===== config.mk =====
export PLATFORM = sky130hd
export DESIGN_NAME = wb_arbiter
export DESIGN_NICKNAME = d
export VERILOG_FILES = /design/src/rtl/wb_pkg.sv /design/src/rtl/wb_fifo.sv /design/src/rtl/wb_arbiter.sv
export SDC_FILE = /design/constraint.sdc
export NUM_CORES = 1
export LEC_CHECK = 0
export BUFFER_PORTS_ARGS = -buffer_cell sky130_fd_sc_hd__clkbuf_2
export CORE_ASPECT_RATIO = 1.5
export CORE_MARGIN = 2
export CORE_UTILIZATION = 40
export DETAILED_ROUTE_END_ITERATION = 8
export SYNTH_ARGS = -nofsm -noshare
export SYNTH_HDL_FRONTEND = slang
export SYNTH_SLANG_ARGS = --single-unit

===== constraint.sdc =====
create_clock -name CLK -period 5.5 [get_ports CLK]
set_input_delay 0.275 -clock CLK [delete_from_list [all_inputs] [get_ports CLK]]
set_output_delay 0.275 -clock CLK [all_outputs]
set_load 0.01 [all_outputs]

===== src/rtl/wb_pkg.sv =====
// Shared widths and the buffered write-back entry layout for the write-back arbiter.
package wb_pkg;

  localparam int WB_AW    = 5;
  localparam int WB_DW    = 32;
  localparam int WB_DEPTH = 4;

  typedef struct packed {
    logic             live;
    logic [WB_AW-1:0] addr;
    logic [WB_DW-1:0] data;
  } wb_entry_t;

endpackage


===== src/rtl/wb_fifo.sv =====
// Return FIFO for load/MDU results: circular storage with per-entry WAW kill
// and two combinational hazard lookup ports over the live entries.
module wb_fifo
  import wb_pkg::*;
#(
  parameter int DEPTH = WB_DEPTH,
  parameter int AW    = WB_AW,
  parameter int DW    = WB_DW
) (
  input  logic                     clk,
  input  logic                     rst_n,
  input  logic                     push,
  input  logic [AW-1:0]            push_addr,
  input  logic [DW-1:0]            push_data,
  input  logic                     pop,
  input  logic                     kill_en,
  input  logic [AW-1:0]            kill_addr,
  input  logic [AW-1:0]            haz_addr_1,
  input  logic [AW-1:0]            haz_addr_2,
  output logic                     head_live,
  output logic [AW-1:0]            head_addr,
  output logic [DW-1:0]            head_data,
  output logic [$clog2(DEPTH):0]   count,
  output logic                     haz_1,
  output logic                     haz_2
);

  localparam int PW = $clog2(DEPTH);

  logic          live_q [DEPTH];
  logic [AW-1:0] addr_q [DEPTH];
  logic [DW-1:0] data_q [DEPTH];
  logic [PW-1:0] rd_ptr;
  logic [PW-1:0] wr_ptr;

  // A popped slot drops its live bit so stale entries never raise a hazard.
  // A push that collides with a same-cycle ALU write lands already killed,
  // since the ALU result is the younger of the two.
  always_ff @(posedge clk or negedge rst_n) begin
    if (!rst_n) begin
      for (int i = 0; i < DEPTH; i++) begin
        live_q[i] <= 1'b0;
        addr_q[i] <= '0;
        data_q[i] <= '0;
      end
      rd_ptr <= '0;
      wr_ptr <= '0;
      count  <= '0;
    end else begin
      for (int i = 0; i < DEPTH; i++) begin
        if (kill_en && (addr_q[i] == kill_addr)) begin
          live_q[i] <= 1'b0;
        end
      end
      if (pop) begin
        live_q[rd_ptr] <= 1'b0;
        rd_ptr         <= rd_ptr + 1'b1;
      end
      if (push) begin
        live_q[wr_ptr] <= !(kill_en && (kill_addr == push_addr));
        addr_q[wr_ptr] <= push_addr;
        data_q[wr_ptr] <= push_data;
        wr_ptr         <= wr_ptr + 1'b1;
      end
      case ({push, pop})
        2'b10:   count <= count + 1'b1;
        2'b01:   count <= count - 1'b1;
        default: count <= count;
      endcase
    end
  end

  assign head_live = live_q[rd_ptr];
  assign head_addr = addr_q[rd_ptr];
  assign head_data = data_q[rd_ptr];

  always_comb begin
    haz_1 = 1'b0;
    haz_2 = 1'b0;
    for (int i = 0; i < DEPTH; i++) begin
      if (live_q[i] && (addr_q[i] == haz_addr_1)) haz_1 = 1'b1;
      if (live_q[i] && (addr_q[i] == haz_addr_2)) haz_2 = 1'b1;
    end
    if (haz_addr_1 == '0) haz_1 = 1'b0;
    if (haz_addr_2 == '0) haz_2 = 1'b0;
  end

endmodule


===== src/rtl/wb_arbiter.sv =====
// Write-back arbiter: the ALU always wins the register-file write port, and
// buffered load/MDU returns drain from the FIFO whenever the ALU slot is free.
module wb_arbiter
  import wb_pkg::*;
#(
  parameter int DEPTH = WB_DEPTH,
  parameter int AW    = WB_AW,
  parameter int DW    = WB_DW
) (
  input  logic                   CLK,
  input  logic                   RESET_N,
  input  logic                   ALU_WE,
  input  logic [AW-1:0]          ALU_ADDR,
  input  logic [DW-1:0]          ALU_DATA,
  input  logic                   LD_VALID,
  output logic                   LD_READY,
  input  logic [AW-1:0]          LD_ADDR,
  input  logic [DW-1:0]          LD_DATA,
  input  logic [AW-1:0]          RD_ADDR_1,
  input  logic [AW-1:0]          RD_ADDR_2,
  output logic                   HAZ_1,
  output logic                   HAZ_2,
  output logic                   WE,
  output logic [AW-1:0]          WR_ADDR,
  output logic [DW-1:0]          W_DATA,
  output logic [$clog2(DEPTH):0] CNT
);

  localparam int CW = $clog2(DEPTH) + 1;
  localparam logic [CW-1:0] FULL_CNT = CW'(DEPTH);

  logic          alu_busy;
  logic          push;
  logic          pop;
  logic          head_live;
  logic [AW-1:0] head_addr;
  logic [DW-1:0] head_data;
  logic [CW-1:0] count;

  assign alu_busy = ALU_WE && (ALU_ADDR != '0);
  assign LD_READY = (count < FULL_CNT);
  // Returns to r0 are accepted upstream but never stored.
  assign push     = LD_VALID && LD_READY && (LD_ADDR != '0);
  assign pop      = !alu_busy && (count != '0);
  assign CNT      = count;

  wb_fifo #(
    .DEPTH (DEPTH),
    .AW    (AW),
    .DW    (DW)
  ) u_fifo (
    .clk        (CLK),
    .rst_n      (RESET_N),
    .push       (push),
    .push_addr  (LD_ADDR),
    .push_data  (LD_DATA),
    .pop        (pop),
    .kill_en    (alu_busy),
    .kill_addr  (ALU_ADDR),
    .haz_addr_1 (RD_ADDR_1),
    .haz_addr_2 (RD_ADDR_2),
    .head_live  (head_live),
    .head_addr  (head_addr),
    .head_data  (head_data),
    .count      (count),
    .haz_1      (HAZ_1),
    .haz_2      (HAZ_2)
  );

  // A killed head still consumes its slot; it simply writes with WE low.
  always_ff @(posedge CLK or negedge RESET_N) begin
    if (!RESET_N) begin
      WE      <= 1'b0;
      WR_ADDR <= '0;
      W_DATA  <= '0;
    end else if (alu_busy) begin
      WE      <= 1'b1;
      WR_ADDR <= ALU_ADDR;
      W_DATA  <= ALU_DATA;
    end else if (pop) begin
      WE      <= head_live;
      WR_ADDR <= head_addr;
      W_DATA  <= head_data;
    end else begin
      WE      <= 1'b0;
    end
  end

endmodule


# Word-level counts from Yosys, hierarchy flattened
# Cells that the tools add are included.
word_totals:
  regBits: 197
  in_bits: 88
  output_inout_bits: 44
  wordCells: 117
op_classes:
  add_sub_neg: 4
  order_cmp: 5
  n_eq_ne: 15
  mux: 43
  n_bitwise: 4
  reduce_logical: 28
ops:
  columns: ["operator", "count"]
  rows:
  - ["2-to-1 mux 32 bit", 5]
  - ["bitwise mux 128 bit", 1]
  - ["== test 5 bit", 13]
  - ["binary-select mux 32 bit (select 2 bit)", 1]
  - ["demux 32 bit (select 2 bit)", 1]
  - ["2-to-1 mux 5 bit", 5]
  - ["bitwise mux 20 bit", 1]
  - ["2-to-1 mux 1 bit", 20]
  - ["logical AND 1 bit", 19]
  - ["binary-select mux 5 bit (select 2 bit)", 1]
  - ["demux 5 bit (select 2 bit)", 1]
  - ["logical NOT 5 bit", 2]
  - ["nonzero test 5 bit", 2]
  - ["2-to-1 mux 4 bit", 2]
  - ["greater-or-equal comparator 3 bit (second input constant)", 2]
  - ["less-than comparator 3 x 1 -> 1 bit (second input constant)", 2]
  - ["NOT 2 -> 3 bit", 2]
  - ["one-hot mux 3 bit (2 select lines)", 1]
  - ["adder 2 x 1 -> 2 bit (second input constant)", 2]
  - ["bitwise AND 4 bit", 1]
  - ["bitwise mux 4 bit", 1]
  - ["demux 1 bit (select 2 bit)", 2]
  - ["NOT 4 bit", 1]
  - ["nonzero test 2 bit", 2]
  - ["8 further kinds", 9]

# Longest topological paths before layout
# Gate-level depths: netlist of the first run.
depth:
  word_depth: 10
  ltp_mapped: 12
  ltp_nobuf: 10

# Cells and area by module
# A second synthesis of the first run with hierarchy kept.
hier_totals:
  hier_cells: 663
  area_unflattened_um2: 9846.9
by_module_without_submodules:
  columns: ["module", "n_inst", "cells_each", "area_per_inst_um2", "seq_area_each_um2"]
  rows:
  - ["wb_fifo", 1, 529, 7950.1, 3978.8]
  - ["wb_arbiter", 1, 134, 1896.8, 950.9]

# Least setup slack after synthesis of the first run
# OpenSTA, ideal clock, no wires.
synth_timing:
  path_kind: "input to register"
  from: "in ALU_ADDR[1]"
  to: "reg u_fifo.count[2]"
  setup_ns: 0.080
  t_arrival_ns: 2.386
  slack_ns: 3.034
  path_stages: 12
  n_path_buf: 2
  path_cell_list: "buf_2 > or4_1 > o21ai_2 > buf_4 > nand2_1 > inv_1 > ha_1 > inv_1 > fa_1 > xor2_1 > nor2_1 > xnor2_1"
synth_via:
  elab_chain_len: 6
  elab_cells_between_ends: 8
  classes_between: "2 x eq/ne; 1 x mux; 5 x reduce/logical"
synth_lines:
  columns: ["element", "line", "rtl"]
  rows:
  - ["start: declaration", "wb_arbiter.sv:13", "input logic [AW-1:0] ALU_ADDR,"]
  - ["nonzero test 5 bit (*)", "wb_arbiter.sv:40", "assign alu_busy = ALU_WE && (ALU_ADDR != '0);"]
  - ["logical AND 1 bit (*)", "wb_arbiter.sv:40", null]
  - ["logical NOT 1 bit (*)", "wb_arbiter.sv:44", "assign pop = !alu_busy && (count != '0);"]
  - ["logical AND 1 bit (*)", "wb_arbiter.sv:44", null]
  - ["== test 2 x 1 -> 1 bit or == test 2 bit (tied branches)", "wb_fifo.sv:65", "case ({push, pop})"]
  - ["one-hot mux 3 bit (2 select lines) or nonzero test 2 bit (tied branches)", null, null]
  - ["end signal: assignment", "wb_fifo.sv:66", "2'b10: count <= count + 1'b1;"]
  - ["end signal: assignment", "wb_fifo.sv:67", "2'b01: count <= count - 1'b1;"]
  - ["end signal: assignment", "wb_fifo.sv:68", "default: count <= count;"]
  - ["end: declaration", "wb_fifo.sv:23", "output logic [$clog2(DEPTH):0] count,"]
# Mark *: on every way between the ends. The rest lies on a longest branch, timed or not.
# A chain may end at the register's enable or synchronous reset.

# Worst setup path in the final report of the first run
layout_timing:
  from: "reg u_fifo.count[2]"
  to: "reg u_fifo.count[2]"
layout_via:
  elab_chain_len: 5
  elab_cells_between_ends: 11
  classes_between: "2 x add/sub; 1 x order compare; 2 x eq/ne; 1 x mux; 5 x reduce/logical"
layout_lines:
  columns: ["element", "line", "rtl"]
  rows:
  - ["less-than comparator 3 bit", "wb_arbiter.sv:41", "assign LD_READY = (count < FULL_CNT);"]
  - ["logical AND 1 bit (2 in a row)", "wb_arbiter.sv:43", "assign push = LD_VALID && LD_READY && (LD_ADDR != '0);"]
  - ["== test 2 x 1 -> 1 bit or == test 2 bit (tied branches)", "wb_fifo.sv:65", null]
  - ["one-hot mux 3 bit (2 select lines) or nonzero test 2 bit (tied branches)", null, null]
# Several ways; a longest one is shown, not always the timed one.

==> results.md, run 1 <==
* Horizontal extent of the die at 131 um
* Routed WL at 21700 um
* Result of the run: complete, no violations
* Dominant cell type by area after synthesis: dfrtp_1
* Synth Cell Area at 9680 um^2
* Final Wtd Congestion at 0.860
* RSZ-0062 raised after global routing: false
* Vert. Die Dim at 195 um
* Worst Path Max Fanout at 44
* Combinational share of power at 38.3%
* Power spent charging and discharging nets at 0.00210 W
* Antenna Cells at 0
* Post-Syn Nets at 796
* Layout cells sized above 1 at 44.1%
* EDFF count, synth at 0
* Num ports at 132
* Power per Cell Area at 584 nW/um^2
* Fraction of synthesized cell area taken by the top area cell type at 50.9%
* Min cycle time layout at 2.59 ns
* Warnings from Yosys at 0
* Setup violators final at 0
* Proportion of synthesized chip area in sequential cells at 50.9%
* Residual DRC count at 0
* Commonest register cell after synthesis: dfrtp_1
* Crit-path cells: inv_1, nand3_4, nand2_1, inv_1, ha_1, inv_1, fa_1, xor2_1, nor2_1, xnor2_1
* Leak pwr at 5.08 nW
* Average size of a mapped cell at 13.9 um^2
* HPWL after DPL at 13900 um
* Post-placement setup slack at 2.88 ns
* Slew Viols, Final at 0
* Routed via count at 5822
* Count of cell types in the netlist at 33
* Crit path DAT at 2.90 ns
* Worst Clk Skew at 0.00914 ns
* Bufs on Longest Clock Path at 2
* Internal power of the cells at 0.00433 W
* Number of antenna violations at the first check in global routing at 0
* Maximum ir drop on the vdd rail at 0.000225 V
* Synth-to-layout area growth at 13.8%
* Asr flop ratio synth at 100%
* Type of element launching the critical path: register
* Number of buffer cells added on primary ports at 131
* Core Region at 23700 um^2
* Synth area leaders: dfrtp_1, mux2_2, mux4_2, xor2_1, mux2i_1
* Via count of the first global-routing pass at 6140
* Overflow left after global routing at 0
* Reg power frac at 42.8%
* Standard-cell rows at 69
* CTS-repair resized insts at 0
* Post-DR vias/cell at 5.16
* Number of sinks handled by clock tree synthesis at 197
* Max Cap Viol at 0
* Floorplan die area at 25500 um^2
* Maximum number of pins on one net before global-route repair at 85
* Count of antenna-violating nets left after detailed routing at 0
* Average wire length per cell after detail routing at 19.2 um
* Post-CTS Setup Repair Bufs at 0
* Utilization after layout at 46.4%
* Root buf cell: clkbuf_16
* Type of the setup path with the least slack: reg -> reg
* Largest delay share family, worst path: simple AND/OR/NAND/NOR gates
* Dominant cell type by count on the critical path: inv_1
* Total negative slack for setup checks at 0 ns
* Total count of hold-check failures in the final report at 0
* TritonCTS clock tree: done
* H-tree levels at 4
* Achievable frequency at 0.386 GHz
* Total clock buffers created by CTS at 17
* Max-Slew Margin vs Limit at 41.3%
* Fraction of power consumed by the clock network at 18.9%
* Type of the most critical hold path: in -> reg
* Wire length of the first global-routing pass at 34400 um
* Count of buffering cells on the critical path with inverters included at 3
* Slowest cell on the critical path: nand3_4
* Reg clk slew, reported paths at 0.07 ns
* Final WS setup at 2.91 ns
* Sw frac at 32.6%
* Starting DRC count in detailed routing at 242
* Initial cell density of the core at 40.8%
* Synth Instances at 698
* Slew at the pin with the worst max-slew slack at 0.881 ns
* Flip-flop and latch count after synthesis at 197
* Endpoint required time on the critical path at 5.82 ns
* # fillers at 2219
* Peak per-stage delay on the critical path at 0.68 ns
* Nets@finish at 899
* Clk_lat worst skew at 0.43 ns
* DRT Pass-1 Iters at 4
* Post-route clock period utilization at 47.1%
* All-Layer GR Usage at 17.9%
* Category of the worst setup path capture point: register
* PnR Total Power at 0.00643 W
-- state kept, by name (all words and copies together) (netlist names) --
signal,flops
u_fifo.live_q,4
u_fifo.rd_ptr,2
WE,1
u_fifo.count,3
u_fifo.addr_q,20
WR_ADDR,5
W_DATA,32
u_fifo.data_q,128
u_fifo.wr_ptr,2
-- power by group through the flow --
stage / sequential, W / combinational, W / clock (W)
global route: 0.00286 / 0.00271 / 0.00131
floorplan: 0.00260 / 0.00197 / 0
CTS: 0.00276 / 0.00252 / 0.00125
global placement: 0.00277 / 0.00247 / 0
detailed placement: 0.00279 / 0.00252 / 0
finish: 0.00275 / 0.00247 / 0.00121
-- metrics by stage --
step                instances  hold WS (ns)  instance area (um^2)
floorplan                 698       -0.0206                  9680
global placement         1100         0.290                 10400
detailed placement       1100         0.290                 10400
CTS                      1129        0.0589                 11000
global route             1129        0.0819                 11000
finish                   1129        0.0851                 11000
-- layout by cell type, fill, tap and decap left out, drive strengths merged --
cell	synthesis	routed
a21oi	36	36
a22o	1	1
buf	36	5
bufinv	0	2
clkbuf	17	154
clkinv	0	3
dfrtp	197	197
dlygate4sd3	0	1
fa	1	1
ha	9	9
inv	10	10
mux2	149	149
mux2i	37	37
mux4	38	38
nand2	8	8
nand3	23	23
nand4	2	2
nor2	37	37
nor4	13	13
o21a	2	2
o21ai	3	3
o22ai	4	4
o311a	1	1
or3	1	1
or4	3	3
xnor2	27	27
xor2	43	43
-- synth_stat cells, types with 6 or more instances --
library cell / number
a21oi_1: 36
buf_2: 11
buf_4: 12
buf_8: 6
clkbuf_1: 17
dfrtp_1: 197
ha_1: 9
inv_1: 10
mux2_2: 148
mux2i_1: 37
mux4_2: 38
nand3_1: 22
nor2_1: 37
nor4_1: 13
xnor2_1: 27
xor2_1: 43
-- cell families (layout without fill, tap and decap cells) --
family,count (synthesis),count (layout),share of synthesized area (%)
simple gates,87,87,4.56
buf+inv,63,175,4.16
fa+ha+maj,10,10,1.37
xor+xnor,70,70,6.33
mux,224,224,30.0
flops,197,197,50.9
compound gates,47,47,2.66
-- worst register-to-register path: stages (launching register included) --
cell and delay (ns):
dfrtp_1 0.37, inv_1 0.18, nand3_4 0.68, nand2_1 0.36, inv_1 0.11, ha_1 0.21
inv_1 0.07, fa_1 0.17, xor2_1 0.15, nor2_1 0.07, xnor2_1 0.12
-- layout make-up --
| cell class | instances | area, um^2 | share of cell area [%] |
|---|---|---|---|
| sequential | 197 | 4930 | 44.8 |
| clock inverter | 5 | 75.1 | 0.682 |
| tap | 319 | 399 | 3.62 |
| timing repair buffer | 137 | 712 | 6.46 |
| inverter | 10 | 37.5 | 0.341 |
| multi-input combinational | 438 | 4370 | 39.7 |
| clock buffer | 23 | 488 | 4.43 |
-- per-layer routing --
layer	up-vias	global-route usage [%]	wire length [um]
met5	-	0	0
met4	0	5.48	274
met3	16	3.52	741
met2	94	30.5	11700
met1	3020	22.7	8980
li1	2692	-	-
-- path summary, 6_finish.rpt --
path	start	endpoint	slack, ns	cells after the start
worst max-delay path	u_fifo.count[2]	u_fifo.count[2]	2.91	10
worst min-delay path	ALU_DATA[15]	W_DATA[15]	0.09	3
worst max register to register	u_fifo.count[2]	u_fifo.count[2]	2.91	10
worst min register to register	u_fifo.data_q[119]	u_fifo.data_q[119]	0.49	1
max in group asynchronous	RESET_N	u_fifo.rd_ptr[0]	3.81	3
min in group asynchronous	RESET_N	u_fifo.data_q[9]	0.38	2
-- repair_timing --
item | 4_1_cts | 5_1_grt
endpoints found under the hold margin | 59 | 0
setup endpoints to repair | 0 | 0
hold buffers | 1 | 0
(Power assumes the default switching activity.)
==> run 2: changes to the inputs <==
ABC_AREA = 1   (was default)
clock period = 2.1 ns   (was 5.5 ns; I/O delays follow)
==> results.md, run 2 <==
* Most used cells in the layout excluding fill and tap cells: nand2_1, dfrtp_1, clkbuf_2
* Total clock buffers created by CTS at 17
* Average wire length per cell after detail routing at 16.3 um
* Number of sinks handled by clock tree synthesis at 197
* Num ports at 132
* Standard-cell rows at 71
* Slew Viols, Final at 0
* Largest Register: u_fifo.data_q
* Most common library cell in the layout ignoring fill and taps: nand2_1
* Post-Syn Nets at 1470
* Count of antenna-violating nets left after detailed routing at 0
* Count of cell types in the netlist at 29
* Horizontal extent of the die at 134 um
* Slowest cell on the critical path: dlygate4sd3_1
* Reg clk slew, reported paths at 0.08 ns
* Power per Cell Area at 1390 nW/um^2
* RSZ-0062 raised after global routing: false
* Layout cells sized above 1 at 14.1%
* Number of instances in the placed design at 1799
* Average size of a mapped cell at 7.38 um^2
* DRT Pass-1 Iters at 5
* Total count of hold-check failures in the final report at 0
* Flip-flop count of the largest register after layout at 128
* Type of the most critical hold path: in -> reg
* # fillers at 2466
* Post-route design area at 12500 um^2
* Leak pwr at 6.53 nW
* Residual DRC count at 0
* Utilization after layout at 50.2%
* Synth-to-layout area growth at 23.7%
* Nets@finish at 1658
* Vert. Die Dim at 199 um
* Worst Path Max Fanout at 6
* Max Cap Viol at 0
* Total cell area at the placement stage at 11200 um^2
* Largest delay share family, worst path: buffers and inverters
* Initial cell density of the core at 40.6%
* Type of element launching the critical path: primary input
* Total negative slack for setup checks at 0 ns
* Post-DR vias/cell at 4.97
* Setup violators final at 0
* Crit path DAT at 2.28 ns
* Endpoint required time on the critical path at 2.41 ns
* Final Wtd Congestion at 0.932
* Wire length of the first global-routing pass at 49700 um
* Worst Clk Skew at 0.0119 ns
* EDFF count, synth at 0
* Flip-flop and latch count after synthesis at 197
* Routed WL at 31000 um
* Proportion of synthesized chip area in sequential cells at 48.7%
* Starting DRC count in detailed routing at 719
* Type of the setup path with the least slack: in -> reg
* Max-Slew Margin vs Limit at 55.6%
* Number of antenna violations at the first check in global routing at 0
* Synth Instances at 1372
* HPWL after DPL at 20400 um
* TritonCTS clock tree: done
* H-tree levels at 4
* Count of buffering cells on the critical path with inverters included at 3
* All-Layer GR Usage at 24.2%
* Maximum number of pins on one net before global-route repair at 77
* Post-Layout Cell Count at 1900
* Maximum ir drop on the vdd rail at 0.000989 V
* Root buf cell: clkbuf_16
* Post-route clock period utilization at 93.6%
* Crit-path cells: dlygate4sd3_1, clkbuf_2, nor2_2, nand3b_4, nand2_2, ha_1, inv_1, fa_1, a21oi_1, o21ai_0, xor2_1
* Warnings from Yosys at 0
* Peak per-stage delay on the critical path at 0.54 ns
* Dominant cell type by area after synthesis: dfrtp_1
* Bufs on Longest Clock Path at 2
* Routed via count at 9446
* Min cycle time layout at 1.97 ns
* Antenna Cells at 0
* Most frequently used cell type in the post-synthesis netlist: nand2_1
* Top cell types by occurrence after synthesis: nand2_1, dfrtp_1, o21ai_0, nand3_1, inv_1
* Core Region at 25000 um^2
* Fraction of synthesized cell area taken by the top area cell type at 48.7%
* Via count of the first global-routing pass at 9094
* Category of the worst setup path capture point: register
* Number of buffer cells added on primary ports at 131
* Achievable frequency at 0.509 GHz
* Synth area leaders: dfrtp_1, nand2_1, o21ai_0, nand3_1, inv_1
* Largest registers: u_fifo.data_q (128), W_DATA (32), u_fifo.addr_q (20)
* Floorplan die area at 26600 um^2
* Result of the run: complete, no violations
* Asr flop ratio synth at 100%
* Clk_lat worst skew at 0.44 ns
* Overflow left after global routing at 0
* Slew at the pin with the worst max-slew slack at 0.665 ns
* Commonest register cell after synthesis: dfrtp_1
* Synth Cell Area at 10100 um^2
## run 2: area by class of cell
class | instances | area (um^2) | share of cell area [%]
flip-flops and latches | 197 | 4930 | 39.4
multi-input cells | 1016 | 4470 | 35.7
repair buffers | 239 | 1780 | 14.2
clock buffers | 19 | 453 | 3.61
well taps | 328 | 410 | 3.28
inverters | 89 | 334 | 2.67
clock inverters | 12 | 154 | 1.23
## run 2: worst min-delay path: stages
cell and delay [ns]:
clkbuf_2 0.19, nand2_1 0.07, o21ai_0 0.06
## run 2: per-stage QoR
| stage | total power [W] | hold WS, ns | setup WS, ns |
|---|---|---|---|
| floorplan | 0.0114 | -0.191 | 0.116 |
| global placement | 0.0138 | 0.186 | 0.174 |
| detailed placement | 0.0140 | 0.186 | 0.199 |
| CTS | 0.0175 | 0.0127 | 0.113 |
| global route | 0.0189 | 0.0449 | 0.0421 |
| finish | 0.0174 | 0.0257 | 0.134 |
## run 2: path summary, 6_finish.rpt
kind / from / end / slack, ns / cells past startpoint
min in group asynchronous: RESET_N / u_fifo.data_q[59] / 0.26 / 2
worst min-delay path: LD_ADDR[0] / u_fifo.addr_q[10] / 0.03 / 3
worst min register to register: u_fifo.data_q[15] / u_fifo.data_q[15] / 0.47 / 2
worst max-delay path: LD_ADDR[1] / u_fifo.count[2] / 0.13 / 11
max in group asynchronous: RESET_N / u_fifo.data_q[37] / 1.17 / 3
worst max register to register: u_fifo.count[2] / u_fifo.count[1] / 0.30 / 6
## run 2: power breakdown
part | switching, W | leakage (nW) | total, W | internal [W]
combinational | 0.00466 | 3.81 | 0.00733 | 0.00267
clock | 0.00146 | 0.291 | 0.00339 | 0.00193
sequential | 0.00111 | 2.43 | 0.00670 | 0.00560
total | 0.00722 | 6.53 | 0.0174 | 0.0102
## run 2: logic make-up (layout without fill, tap and decap cells)
| kind of cell | Yosys count | in the layout | share of synthesized area [%] |
|---|---|---|---|
| AOI/OAI and AO/OA | 182 | 182 | 9.10 |
| xor gates and xnor gates | 25 | 25 | 2.16 |
| adders and majority gates | 10 | 10 | 1.31 |
| buffers and inverters | 159 | 359 | 7.20 |
| DFF | 197 | 197 | 48.7 |
| and+or+nand+nor | 799 | 799 | 31.6 |
## run 2: layer usage
layer / up-vias / global-route usage (%) / share of wire, %
li1: 4659 / - / -
met1: 4457 / 30.3 / 42
met2: 270 / 41.0 / 50
met3: 60 / 3.41 / 4.0
met4: 0 / 11.6 / 4.1
met5: - / 0 / 0
## run 2: what timing repair did
action,4_1_cts,5_1_grt
buffers inserted,0,0
gates resized for setup,0,1
hold buffers,70,0
hold endpoints to repair,239,0
setup endpoints to repair,0,1
